[config.mk]
export PLATFORM = sky130hd
export DESIGN_NAME = ecc_scrub_mem_ctrl
export DESIGN_NICKNAME = d
export VERILOG_FILES = /design/src/rtl/ecc_scrub_mem_ctrl.sv
export SDC_FILE = /design/constraint.sdc
export NUM_CORES = 1
export LEC_CHECK = 0
export CAP_MARGIN = 10
export CORE_MARGIN = 4
export CORE_UTILIZATION = 63
export DETAILED_ROUTE_END_ITERATION = 7
export GPL_ROUTABILITY_DRIVEN = 0
export PLACE_DENSITY = 0.82
export SYNTH_ARGS = -nofsm -noshare
export SYNTH_HDL_FRONTEND = slang
export SYNTH_SLANG_ARGS = --single-unit
export TNS_END_PERCENT = 5
[constraint.sdc]
create_clock -name i_clk -period 10.15 [get_ports i_clk]
set_input_delay 1.015 -clock i_clk [delete_from_list [all_inputs] [get_ports i_clk]]
set_output_delay 1.015 -clock i_clk [all_outputs]
set_load 0.05 [all_outputs]
[src/rtl/ecc_scrub_mem_ctrl.sv]
// SECDED-protected single-port memory controller with a valid/ready request port, a fixed
// read latency, correct-on-read writeback, a background scrubber and saturating error counters.
module ecc_scrub_mem_ctrl #(
  parameter  int DATA_WIDTH     = 8,
  parameter  int ADDR_WIDTH     = 5,
  parameter  int READ_LATENCY   = 2,
  parameter  int SCRUB_INTERVAL = 64,
  parameter  int CNT_WIDTH      = 8,
  localparam int CODE_WIDTH     = DATA_WIDTH + $clog2(DATA_WIDTH) + 2
) (
  input  logic                  i_clk,
  input  logic                  i_rst_n,
  input  logic                  i_req_valid,
  output logic                  o_req_ready,
  input  logic                  i_req_we,
  input  logic [ADDR_WIDTH-1:0] i_req_addr,
  input  logic [DATA_WIDTH-1:0] i_req_wdata,
  input  logic                  i_inj_en,
  input  logic [CODE_WIDTH-1:0] i_inj_mask,
  input  logic                  i_scrub_en,
  input  logic                  i_cnt_clr,
  output logic                  o_rsp_valid,
  output logic [DATA_WIDTH-1:0] o_rsp_rdata,
  output logic [1:0]            o_rsp_err,
  output logic [CNT_WIDTH-1:0]  o_ce_count,
  output logic [CNT_WIDTH-1:0]  o_ue_count,
  output logic                  o_busy
);

  // state     | meaning
  // S_IDLE    | accept host requests, launch scrubs when due
  // S_RD_WAIT | host read in flight; response in last latency cycle
  // S_RD_WB   | write corrected word back after a host CE
  // S_SC_WAIT | scrub read in flight, no response
  // S_SC_WB   | write corrected word back after a scrub CE
  localparam logic [2:0] S_IDLE    = 3'd0;
  localparam logic [2:0] S_RD_WAIT = 3'd1;
  localparam logic [2:0] S_RD_WB   = 3'd2;
  localparam logic [2:0] S_SC_WAIT = 3'd3;
  localparam logic [2:0] S_SC_WB   = 3'd4;

  localparam int PW    = $clog2(DATA_WIDTH) + 1;
  localparam int DEPTH = 2 ** ADDR_WIDTH;
  localparam int LW    = $clog2(READ_LATENCY + 1);
  localparam int SW    = $clog2(SCRUB_INTERVAL);

  // Hamming positions 1..CODE_WIDTH-1 (check bits at powers of two), overall parity in bit 0
  function automatic logic [CODE_WIDTH-1:0] encode(input logic [DATA_WIDTH-1:0] d);
    logic [CODE_WIDTH-1:0] c;
    int j;
    c = '0;
    j = 0;
    for (int i = 1; i < CODE_WIDTH; i++) begin
      if ((i & (i - 1)) != 0) begin
        c[i] = d[j];
        j++;
      end
    end
    for (int k = 0; k < PW; k++) begin
      for (int i = 1; i < CODE_WIDTH; i++) begin
        if (((i & (1 << k)) != 0) && (i != (1 << k))) c[1 << k] = c[1 << k] ^ c[i];
      end
    end
    c[0] = ^c;
    return c;
  endfunction

  function automatic logic [DATA_WIDTH-1:0] extract(input logic [CODE_WIDTH-1:0] c);
    logic [DATA_WIDTH-1:0] d;
    int j;
    d = '0;
    j = 0;
    for (int i = 1; i < CODE_WIDTH; i++) begin
      if ((i & (i - 1)) != 0) begin
        d[j] = c[i];
        j++;
      end
    end
    return d;
  endfunction

  logic [CODE_WIDTH-1:0] mem_q [DEPTH];

  logic [2:0]            state_q, state_d;
  logic [ADDR_WIDTH-1:0] addr_q, addr_d;
  logic [ADDR_WIDTH-1:0] ptr_q, ptr_d;
  logic [LW-1:0]         lat_q, lat_d;
  logic [SW-1:0]         ivl_q, ivl_d;
  logic [CNT_WIDTH-1:0]  ce_q, ce_d, ue_q, ue_d;
  logic [DATA_WIDTH-1:0] rdata_q, rdata_d;
  logic [1:0]            err_q, err_d;

  logic [CODE_WIDTH-1:0] rd_cw, fix_cw;
  logic [PW-1:0]         syn;
  logic                  par, is_ce, is_ue;
  logic [DATA_WIDTH-1:0] fix_data, dec_data;
  logic                  lat_done, scrub_due, rsp_fire, chk_fire;
  logic                  mem_we;
  logic [ADDR_WIDTH-1:0] mem_waddr;
  logic [CODE_WIDTH-1:0] mem_wdata;

  always_comb begin
    rd_cw = mem_q[addr_q];
    syn   = '0;
    for (int i = 1; i < CODE_WIDTH; i++) begin
      if (rd_cw[i]) syn = syn ^ PW'(i);
    end
    par    = ^rd_cw;
    fix_cw = rd_cw;
    is_ce  = 1'b0;
    is_ue  = 1'b0;
    if (par) begin
      // an odd-parity syndrome pointing past the codeword cannot be a single flip
      if (int'(syn) < CODE_WIDTH) begin
        is_ce       = 1'b1;
        fix_cw[syn] = ~rd_cw[syn];
      end else begin
        is_ue = 1'b1;
      end
    end else if (syn != '0) begin
      is_ue = 1'b1;
    end
    fix_data = extract(fix_cw);
    dec_data = is_ue ? extract(rd_cw) : fix_data;
  end

  assign lat_done  = (lat_q == '0);
  assign scrub_due = i_scrub_en && (ivl_q == SW'(SCRUB_INTERVAL - 1));
  assign rsp_fire  = (state_q == S_RD_WAIT) && lat_done;
  assign chk_fire  = rsp_fire || ((state_q == S_SC_WAIT) && lat_done);

  always_comb begin
    state_d   = state_q;
    addr_d    = addr_q;
    ptr_d     = ptr_q;
    lat_d     = lat_q;
    rdata_d   = rdata_q;
    err_d     = err_q;
    mem_we    = 1'b0;
    mem_waddr = addr_q;
    mem_wdata = encode(fix_data);
    case (state_q)
      S_IDLE: begin
        if (i_req_valid) begin
          if (i_req_we) begin
            mem_we    = 1'b1;
            mem_waddr = i_req_addr;
            mem_wdata = encode(i_req_wdata) ^ (i_inj_en ? i_inj_mask : '0);
          end else begin
            addr_d  = i_req_addr;
            lat_d   = LW'(READ_LATENCY - 1);
            state_d = S_RD_WAIT;
          end
        end else if (scrub_due) begin
          addr_d  = ptr_q;
          lat_d   = LW'(READ_LATENCY - 1);
          state_d = S_SC_WAIT;
        end
      end
      S_RD_WAIT: begin
        if (lat_done) begin
          rdata_d = dec_data;
          err_d   = {is_ue, is_ce};
          state_d = is_ce ? S_RD_WB : S_IDLE;
        end else begin
          lat_d = lat_q - LW'(1);
        end
      end
      S_SC_WAIT: begin
        if (lat_done) begin
          state_d = is_ce ? S_SC_WB : S_IDLE;
          if (!is_ce) ptr_d = ptr_q + ADDR_WIDTH'(1);
        end else begin
          lat_d = lat_q - LW'(1);
        end
      end
      S_RD_WB: begin
        mem_we  = 1'b1;
        state_d = S_IDLE;
      end
      S_SC_WB: begin
        mem_we  = 1'b1;
        ptr_d   = ptr_q + ADDR_WIDTH'(1);
        state_d = S_IDLE;
      end
      default: state_d = S_IDLE;
    endcase
  end

  always_comb begin
    ivl_d = ivl_q;
    if (!i_scrub_en) ivl_d = '0;
    else if (state_q == S_IDLE) begin
      if (scrub_due) begin
        if (!i_req_valid) ivl_d = '0;
      end else begin
        ivl_d = ivl_q + SW'(1);
      end
    end
    ce_d = ce_q;
    ue_d = ue_q;
    if (i_cnt_clr) begin
      ce_d = '0;
      ue_d = '0;
    end else if (chk_fire) begin
      if (is_ce && (ce_q != '1)) ce_d = ce_q + CNT_WIDTH'(1);
      if (is_ue && (ue_q != '1)) ue_d = ue_q + CNT_WIDTH'(1);
    end
  end

  always_ff @(posedge i_clk or negedge i_rst_n) begin
    if (!i_rst_n) begin
      state_q <= S_IDLE;
      addr_q  <= '0;
      ptr_q   <= '0;
      lat_q   <= '0;
      ivl_q   <= '0;
      ce_q    <= '0;
      ue_q    <= '0;
      rdata_q <= '0;
      err_q   <= '0;
    end else begin
      state_q <= state_d;
      addr_q  <= addr_d;
      ptr_q   <= ptr_d;
      lat_q   <= lat_d;
      ivl_q   <= ivl_d;
      ce_q    <= ce_d;
      ue_q    <= ue_d;
      rdata_q <= rdata_d;
      err_q   <= err_d;
    end
  end

  always_ff @(posedge i_clk) begin
    if (mem_we) mem_q[mem_waddr] <= mem_wdata;
  end

  assign o_req_ready = (state_q == S_IDLE);
  assign o_busy      = (state_q != S_IDLE);
  assign o_rsp_valid = rsp_fire;
  assign o_rsp_rdata = rsp_fire ? dec_data : rdata_q;
  assign o_rsp_err   = rsp_fire ? {is_ue, is_ce} : err_q;
  assign o_ce_count  = ce_q;
  assign o_ue_count  = ue_q;

endmodule

==> results list, run 1 <==
* Max Clk Rate: 123 MHz
* Number of library cell types mapped by synthesis: 70
* Overall global routing resource usage: 28.2%
- In this run the core area contains 64 standard-cell rows.
- In this run the worst hold path is classified as reg -> reg.
- Cell repeated most along the worst path: sky130_fd_sc_hd__nand2_1
* Max stage delay cell, worst path: sky130_fd_sc_hd__dfrtp_4
* Placeable core area: 30,900 um^2
- Once layout is done, the placed cells without fillers occupy 22,500 um^2.
* Kind of cell with the highest combined delay on the critical path: multiplexers
- EDFF count, synth: 416
- Number of detailed-routing iterations run before antenna repair: 7
* Largest fanout of any net on the critical path: 60
* Flip-flop and latch area: 13,700 um^2
- Peak per-stage delay on the critical path: 1110 ps
- Summing all multi-input logic gate instances after layout gives 5980 um^2.
- The library cell used most frequently in the layout, excluding fill and tap cells, is sky130_fd_sc_hd__edfxtp_1.
* Setup total negative slack: 0 ps
- Pin count of the biggest net entering global routing: 61
- Clock-pin slew was measured on the worst setup and hold paths at 60 ps.
- Vias post-DR: 11,000
- Input and output buffers added on the ports amount to 61.
- Cell at the root of the clock tree: sky130_fd_sc_hd__clkbuf_16
- Ys async rst share: 10.2%
* Number of register bits inferred by synthesis: 463
* Hold-fix buffers at CTS: 0
- Starting utilization of the core area: 64.4%
- The final number of max-transition violations came to 0.
- Arrival time reported for the critical path endpoint: 7150 ps
- Deepest level of the CTS H-tree: 2
- Using the TritonRoute via totals, the vias-per-cell ratio works out to 6.75.
- The run finished with clean final reports.
- During synthesis, Yosys emitted a total of 0 warnings.
- Cell area reported after detailed placement: 21,000 um^2
* Number of gates resized after cts: 0
- Mean Syn Cell Area: 17.8 um^2
- Global route overflow: 0
* Critical path capture point type: primary output
- Kind of critical path: reg -> out
- Across all hold checks on the routed design, the worst slack comes to 489 ps.
- For this block, the initial DRC count from the detailed router was 1,364.
* Final Hold Viols: 0
- Met1 Usage GRT: 38.6%
* Actual transition at the worst max-transition pin: 1170 ps
- Maximum capacitance violations: 0
- Wire length of the first global-routing pass: 71,000 um
- The finished layout holds 1,634 standard cells, fillers aside.
* Sum of routed wire length over all layers: 47,900 um
* Post-CTS setup buffers: 0
- Number of cells in the design after placement: 1,543
- Buffers & Inverters on Critical Path: 2
- Headroom to the max-slew limit: 21.7%
* CTS tree: built
- Part of the Yosys area used for sequential elements: 68.7%
- Critical Path RT: 9140 ps
* Number of failing setup endpoints in the final timing report: 0
- met2 is the most crowded layer.
- Clock Sinks: 463
- Most frequently used flop master after synthesis: sky130_fd_sc_hd__edfxtp_1
- Global routing consumed, on the met3 layer, 5.30% of the routing resources.
* Total DRC errors in the routed layout: 0
* Clock buffer depth: 3
- Count of fill cells added during filler insertion: 1,755
- For the final database, setup skew stands at 20.2 ps.
- Highest-count cells in the layout ignoring fill and taps: sky130_fd_sc_hd__edfxtp_1, sky130_fd_sc_hd__mux4_2, sky130_fd_sc_hd__nand2_1
- Wire length per cell: 29.3 um
* Clk_lat worst skew: 560 ps
- Die width: 186 um
* Half-perimeter wire length after placement: 27,900 um
* Ratio of final minimum period to clock period: 80.4%
- Once detail routing completed, the nets flagged for antenna violations numbered 0.
* CP startpoint kind: flip-flop
* Die area: 34,500 um^2
* Number of global-route vias before repair: 11,000
- The die is 186 um tall.
- Top-level port count: 62
- For this run, the post-layout net count is 1,239.
- Global-route track usage on met2: 46.6%
* Post-synthesis net count: 1,155
* Post-route minimum period: 8160 ps
* Area growth from synthesis to layout: 13.3%
- TritonCTS created 46 clock buffers.
- Post-synthesis instance area: 19,900 um^2
* Number of instances in the synthesized netlist: 1,117
* Number of antenna violations at the first check in global routing: 0
- Unrepaired setup endpoints after global routing: false
* Fraction of layout cells with a size suffix above 1: 23.8%
* Critical-path cell list: buf_12 > mux4_2 > mux4_2 > mux2i_1 > xnor2_1 > xnor2_1 > nand2b_1 > a21oi_1 > a211oi_1 > nand2_1 > nor3_1 > mux2_2 > nand2_1 > nand2_1 > clkdlybuf4s50_1
## path summary, 6_finish.rpt
path | startpoint | end | slack (ps) | cells past startpoint
worst max-delay path | addr_q[1] | o_rsp_rdata[0] | 1990 | 15
min in group asynchronous | i_rst_n | ptr_q[0] | 640 | 1
worst min-delay path | rdata_q[0] | rdata_q[0] | 490 | 2
worst max register to register | addr_q[1] | mem_q[4][0] | 3120 | 16
worst min register to register | rdata_q[0] | rdata_q[0] | 490 | 2
max in group asynchronous | i_rst_n | addr_q[1] | 8760 | 1
## sequential cells by signal, indices dropped and copies added (netlist names)
name / cells
state_q: 3
o_ce_count: 8
lat_q: 2
err_q: 2
ivl_q: 6
addr_q: 5
mem_q: 416
o_ue_count: 8
rdata_q: 8
ptr_q: 5
## metal layers
layer,routed length (um),up-vias
li1,-,4577
met2,24000,743
met1,17300,5570
met3,4590,145
met5,0,-
met4,2010,0
## logic make-up after synthesis
family	Yosys count	share of synthesized area, %
buffers and inverters	67	1.77
AO/OA/AOI/OAI	95	3.19
AND/OR/NAND/NOR	243	5.78
flip-flops	463	68.7
XOR/XNOR	82	4.57
multiplexers	161	15.6
adder cells (fa/ha/maj)	6	0.365
## worst min-delay path, cell delays in order, from the launching register on
cell and delay (ps):
sky130_fd_sc_hd__dfrtp_1 320, sky130_fd_sc_hd__nand2_1 50, sky130_fd_sc_hd__nand2_1 80
## synth_stat cells, types with 4 or more instances
master	instances	share of area, %
sky130_fd_sc_hd__edfxtp_1	416	63
sky130_fd_sc_hd__mux4_2	116	13
sky130_fd_sc_hd__nand2_1	88	1.7
sky130_fd_sc_hd__nor2_1	68	1.3
sky130_fd_sc_hd__dfrtp_1	47	5.9
sky130_fd_sc_hd__xnor2_1	41	1.8
sky130_fd_sc_hd__o21ai_0	33	0.83
sky130_fd_sc_hd__mux2i_1	31	1.6
sky130_fd_sc_hd__xor2_1	26	1.1
sky130_fd_sc_hd__clkbuf_1	22	0.42
sky130_fd_sc_hd__nand3_1	19	0.48
sky130_fd_sc_hd__buf_2	18	0.45
sky130_fd_sc_hd__nor3_1	12	0.30
sky130_fd_sc_hd__mux2_2	11	0.62
sky130_fd_sc_hd__a21oi_1	10	0.25
sky130_fd_sc_hd__inv_1	10	0.19
sky130_fd_sc_hd__o22ai_1	9	0.28
sky130_fd_sc_hd__and3_1	8	0.25
sky130_fd_sc_hd__buf_6	8	0.45
sky130_fd_sc_hd__nand4_1	8	0.25
sky130_fd_sc_hd__a22oi_1	6	0.23
sky130_fd_sc_hd__nand3b_1	6	0.23
sky130_fd_sc_hd__or3_1	6	0.19
sky130_fd_sc_hd__xnor3_1	6	0.68
sky130_fd_sc_hd__buf_4	5	0.19
sky130_fd_sc_hd__ha_1	5	0.31
sky130_fd_sc_hd__nand2b_1	5	0.16
sky130_fd_sc_hd__nor2b_1	5	0.16
sky130_fd_sc_hd__o31ai_1	5	0.19
sky130_fd_sc_hd__o21ai_1	4	0.10
sky130_fd_sc_hd__or3b_2	4	0.18
## through the flow
stage               setup WS (ps)  utilization (%)
finish                       1990             72.9
global route                 1600             72.9
CTS                          2000             72.6
detailed placement           2630             67.9
global placement             2820             67.9
floorplan                    4030                -
## layout make-up
class	count	area share (%)
repair buffers	91	3.94
inverters	12	0.200
flip-flops and latches	463	60.6
well taps	396	2.20
diodes	1	0.0111
clock inverters	31	1.15
clock buffers	53	5.32
multi-input cells	587	26.5
Power of run 1 is left out: the tool's default activity adds up to more than one toggle a clock period on the data nets, which glitch-free logic cannot reach.
==> inputs of run 2 (changes only) <==
- CORE_UTILIZATION: 63 -> 55
- PLACE_DENSITY: 0.82 -> 0.76
- clock period: 10.15 -> 6.91 ns (I/O delays scaled with it)
==> run 2 against run 1 <==
Effect of this change:
- core utilization is 9.1 points lower
- sequential share of layout area is 0.57 points lower
- highest routed layer unchanged
- clock skew is 2.2 ps higher
- flip-flop and latch count did not move
- non-clock buffer count increased by 19
- critical path depth decreased by 1
- global-route usage shrank 4.1 points
- largest cell class unchanged
==> results list, run 2 (synthesis results as in run 1) <==
- Sum of routed wire length over all layers: 46,400 um (was 47,900 um)
- Most frequent standard cell in the layout excluding fill and tap cells: sky130_fd_sc_hd__edfxtp_1 (unchanged)
- Highest-count cells in the layout ignoring fill and taps: sky130_fd_sc_hd__edfxtp_1, sky130_fd_sc_hd__mux4_2, sky130_fd_sc_hd__nand2_1 (unchanged).
* Clock Pin Slew Worst Setup and Hold Paths: 60 ps (about the same)
- PortBufs: 61 (unchanged)
* Top-level port count: 62 (unchanged)
* Avg Vias per Cell: 6.30 (was 6.75)
- The largest buffer count on any clock path is 3 (unchanged).
- The initial cell density of the core was 55.8% (was 64.4%).
- Peak per-stage delay on the critical path: 810 ps (was 1110 ps)
- The number of flip-flops under the largest register name is 416 (unchanged).
- The die height was 198 um (was 186 um).
* Ratio of final minimum period to clock period: 95.5%
* Kind of critical path: reg -> out (unchanged)
- Number of detailed-routing iterations run before antenna repair: 8 (was 7)
- Hold-fix buffers at CTS: 0 (unchanged)
- Actual transition at the worst max-transition pin: 1160 ps (was 1170 ps)
- TritonCTS Buffers: 46 (unchanged)
* Deepest level of the CTS H-tree: 2 (unchanged)
* Number of antenna violations at the first check in global routing: 1 (was 0)
* Number of failing setup endpoints in the final timing report: 0 (unchanged)
* Wire length of the first global-routing pass: 69,700 um (was 71,000 um)
- Total non-filler cell area in the finished layout: 22,800 um^2 (was 22,500 um^2)
* Wire length per cell: 27.0 um (was 29.3 um)
* Die width: 198 um (was 186 um)
- Kind of cell with the highest combined delay on the critical path: buffers and inverters (was multiplexers)
- Worst-case setup slack after placement: 312 ps (was 2630 ps)
- Buffers & Inverters on Critical Path: 3 (was 2)
- The placed instance area was 21,200 um^2 (was 21,000 um^2).
- The placed instance count was 1,630 (was 1,543).
- Maximum capacitance violations: 0 (unchanged)
- Total DRC errors in the routed layout: 0 (unchanged)
- The total negative setup slack is 0 ps (unchanged).
- Cell at the root of the clock tree: sky130_fd_sc_hd__clkbuf_16 (unchanged)
- CP startpoint kind: flip-flop (unchanged)
- Unrepaired setup endpoints after global routing: false (unchanged).
* Post-route minimum period: 6600 ps
* Arrival time reported for the critical path endpoint: 5910 ps (was 7150 ps)
- The register name with the most flops was mem_q (unchanged).
* Final Hold Viols: 0 (unchanged)
- DRC marker count from the first detailed-route iteration: 1,101 (was 1,364)
- The layout net count came to 1,258 (was 1,239).
- Area growth from synthesis to layout: 14.4% (was 13.3%)
- The endpoint class of the critical path is a primary output (unchanged).
* Clock Sinks: 463 (unchanged)
- Timing would allow up to 151 MHz.
* Count of standard-cell rows: 69 (was 64)
- The global-route usage over all layers is 24.1% (was 28.2%).
- Critical Path RT: 6220 ps (was 9140 ps)
- Final non-filler cell total: 1,716 (was 1,634)
- Placeable core area: 35,700 um^2 (was 30,900 um^2)
* CTS tree: built (unchanged)
- Hold WC Path Type: in -> async (was reg -> reg)
* Fraction of layout cells with a size suffix above 1: 23.9% (was 23.8%)
- Global route overflow: 0 (unchanged)
- The filler cell count came to 2,470 (was 1,755).
- The overall via count from detail_route came to 10,800 (was 11,000).
- The antenna diode instance count came to 0 (was 1).
- Critical-path cell list: buf_4 > buf_4 > mux4_2 > mux4_2 > mux2i_4 > xnor2_1 > xor2_4 > or3_1 > o2111ai_2 > nand3_2 > a31oi_4 > nand2_1 > nand2_1 > clkdlybuf4s50_1 (was buf_12 > mux4_2 > mux4_2 > mux2i_1 > xnor2_1 > xnor2_1 > nand2b_1 > a21oi_1 > a211oi_1 > nand2_1 > nor3_1 > mux2_2 > nand2_1 > nand2_1 > clkdlybuf4s50_1)
- The latest clock arrival within the worst-skew pair came to 570 ps (was 560 ps).
* Final critical-path setup slack: 309 ps (was 1990 ps)
* Headroom to the max-slew limit: 22.8% (was 21.7%)
- The remaining antenna violation count after routing is 0 (unchanged).
* Die area: 39,300 um^2 (was 34,500 um^2)
- The pin count of the biggest net entering global routing is 48 (was 61).
* Half-perimeter wire length after placement: 28,000 um (was 27,900 um)
- Number of max-slew violations in the final report: 0 (unchanged)
- Outcome: complete, no violations (unchanged).
- The via count of the first global-routing pass came to 10,900 (was 11,000).
* Largest fanout of any net on the critical path: 17 (was 60)
* Max stage delay cell, worst path: sky130_fd_sc_hd__clkdlybuf4s50_1 (was sky130_fd_sc_hd__dfrtp_4)
- Clock skew: 22.4 ps (was 20.2 ps)
## run 2: repair_timing
action | 4_1_cts | 5_1_grt
buffers inserted | 1 | 0
resized for setup | 3 | 8
endpoints found under the setup margin | 7 | 9
cloned | 0 | 0
## run 2: final cells by class
| class | instances | area [um^2] | area share (%) |
|---|---|---|---|
| inverters | 12 | 45.0 | 0.198 |
| clock buffers | 59 | 1220 | 5.37 |
| multi-input cells | 587 | 6010 | 26.4 |
| clock inverters | 24 | 203 | 0.891 |
| flip-flops and latches | 463 | 13700 | 60.1 |
| repair buffers | 110 | 1030 | 4.54 |
| well taps | 461 | 577 | 2.53 |
## run 2: layer usage
metal	wire length, um	vias up	GRT usage (%)
li1	-	4630	-
met1	17600	5522	32.7
met2	22900	557	39.1
met3	4240	109	5.31
met4	1700	0	8.72
met5	0	-	0
## run 2: worst paths after layout
kind	startpoint	end	slack [ps]	depth (start not counted)
worst max-delay path	addr_q[1]	o_rsp_rdata[5]	310	14
max in group asynchronous	i_rst_n	addr_q[1]	6220	2
min in group i_clk	ptr_q[4]	ptr_q[4]	470	1
worst min-delay path	i_rst_n	ivl_q[1]	230	2
worst max register to register	addr_q[1]	mem_q[5][0]	1000	16
worst min register to register	ptr_q[4]	ptr_q[4]	470	1
## run 2: worst register-to-register path, stage by stage (launching register included)
cell	delay [ps]
sky130_fd_sc_hd__dfrtp_4	700
sky130_fd_sc_hd__buf_12	360
sky130_fd_sc_hd__mux4_2	560
sky130_fd_sc_hd__mux4_2	510
sky130_fd_sc_hd__mux2_2	370
sky130_fd_sc_hd__xor2_4	310
sky130_fd_sc_hd__xor2_1	340
sky130_fd_sc_hd__nand2b_1	180
sky130_fd_sc_hd__o21ai_0	260
sky130_fd_sc_hd__nand2_1	200
sky130_fd_sc_hd__nor3_1	340
sky130_fd_sc_hd__a31oi_4	190
sky130_fd_sc_hd__xnor2_2	250
sky130_fd_sc_hd__xnor3_1	450
sky130_fd_sc_hd__xnor3_1	200
sky130_fd_sc_hd__o21ai_2	120
sky130_fd_sc_hd__buf_4	320
## run 2: metrics by stage
stage / hold WS [ps] / util (%)
after floorplan: 395 / -
after global placement: 458 / 59.6
after detailed placement: 465 / 59.6
after CTS: 239 / 63.6
after global routing: 262 / 63.8
final: 228 / 63.8
Power of run 2 is left out for the same reason.
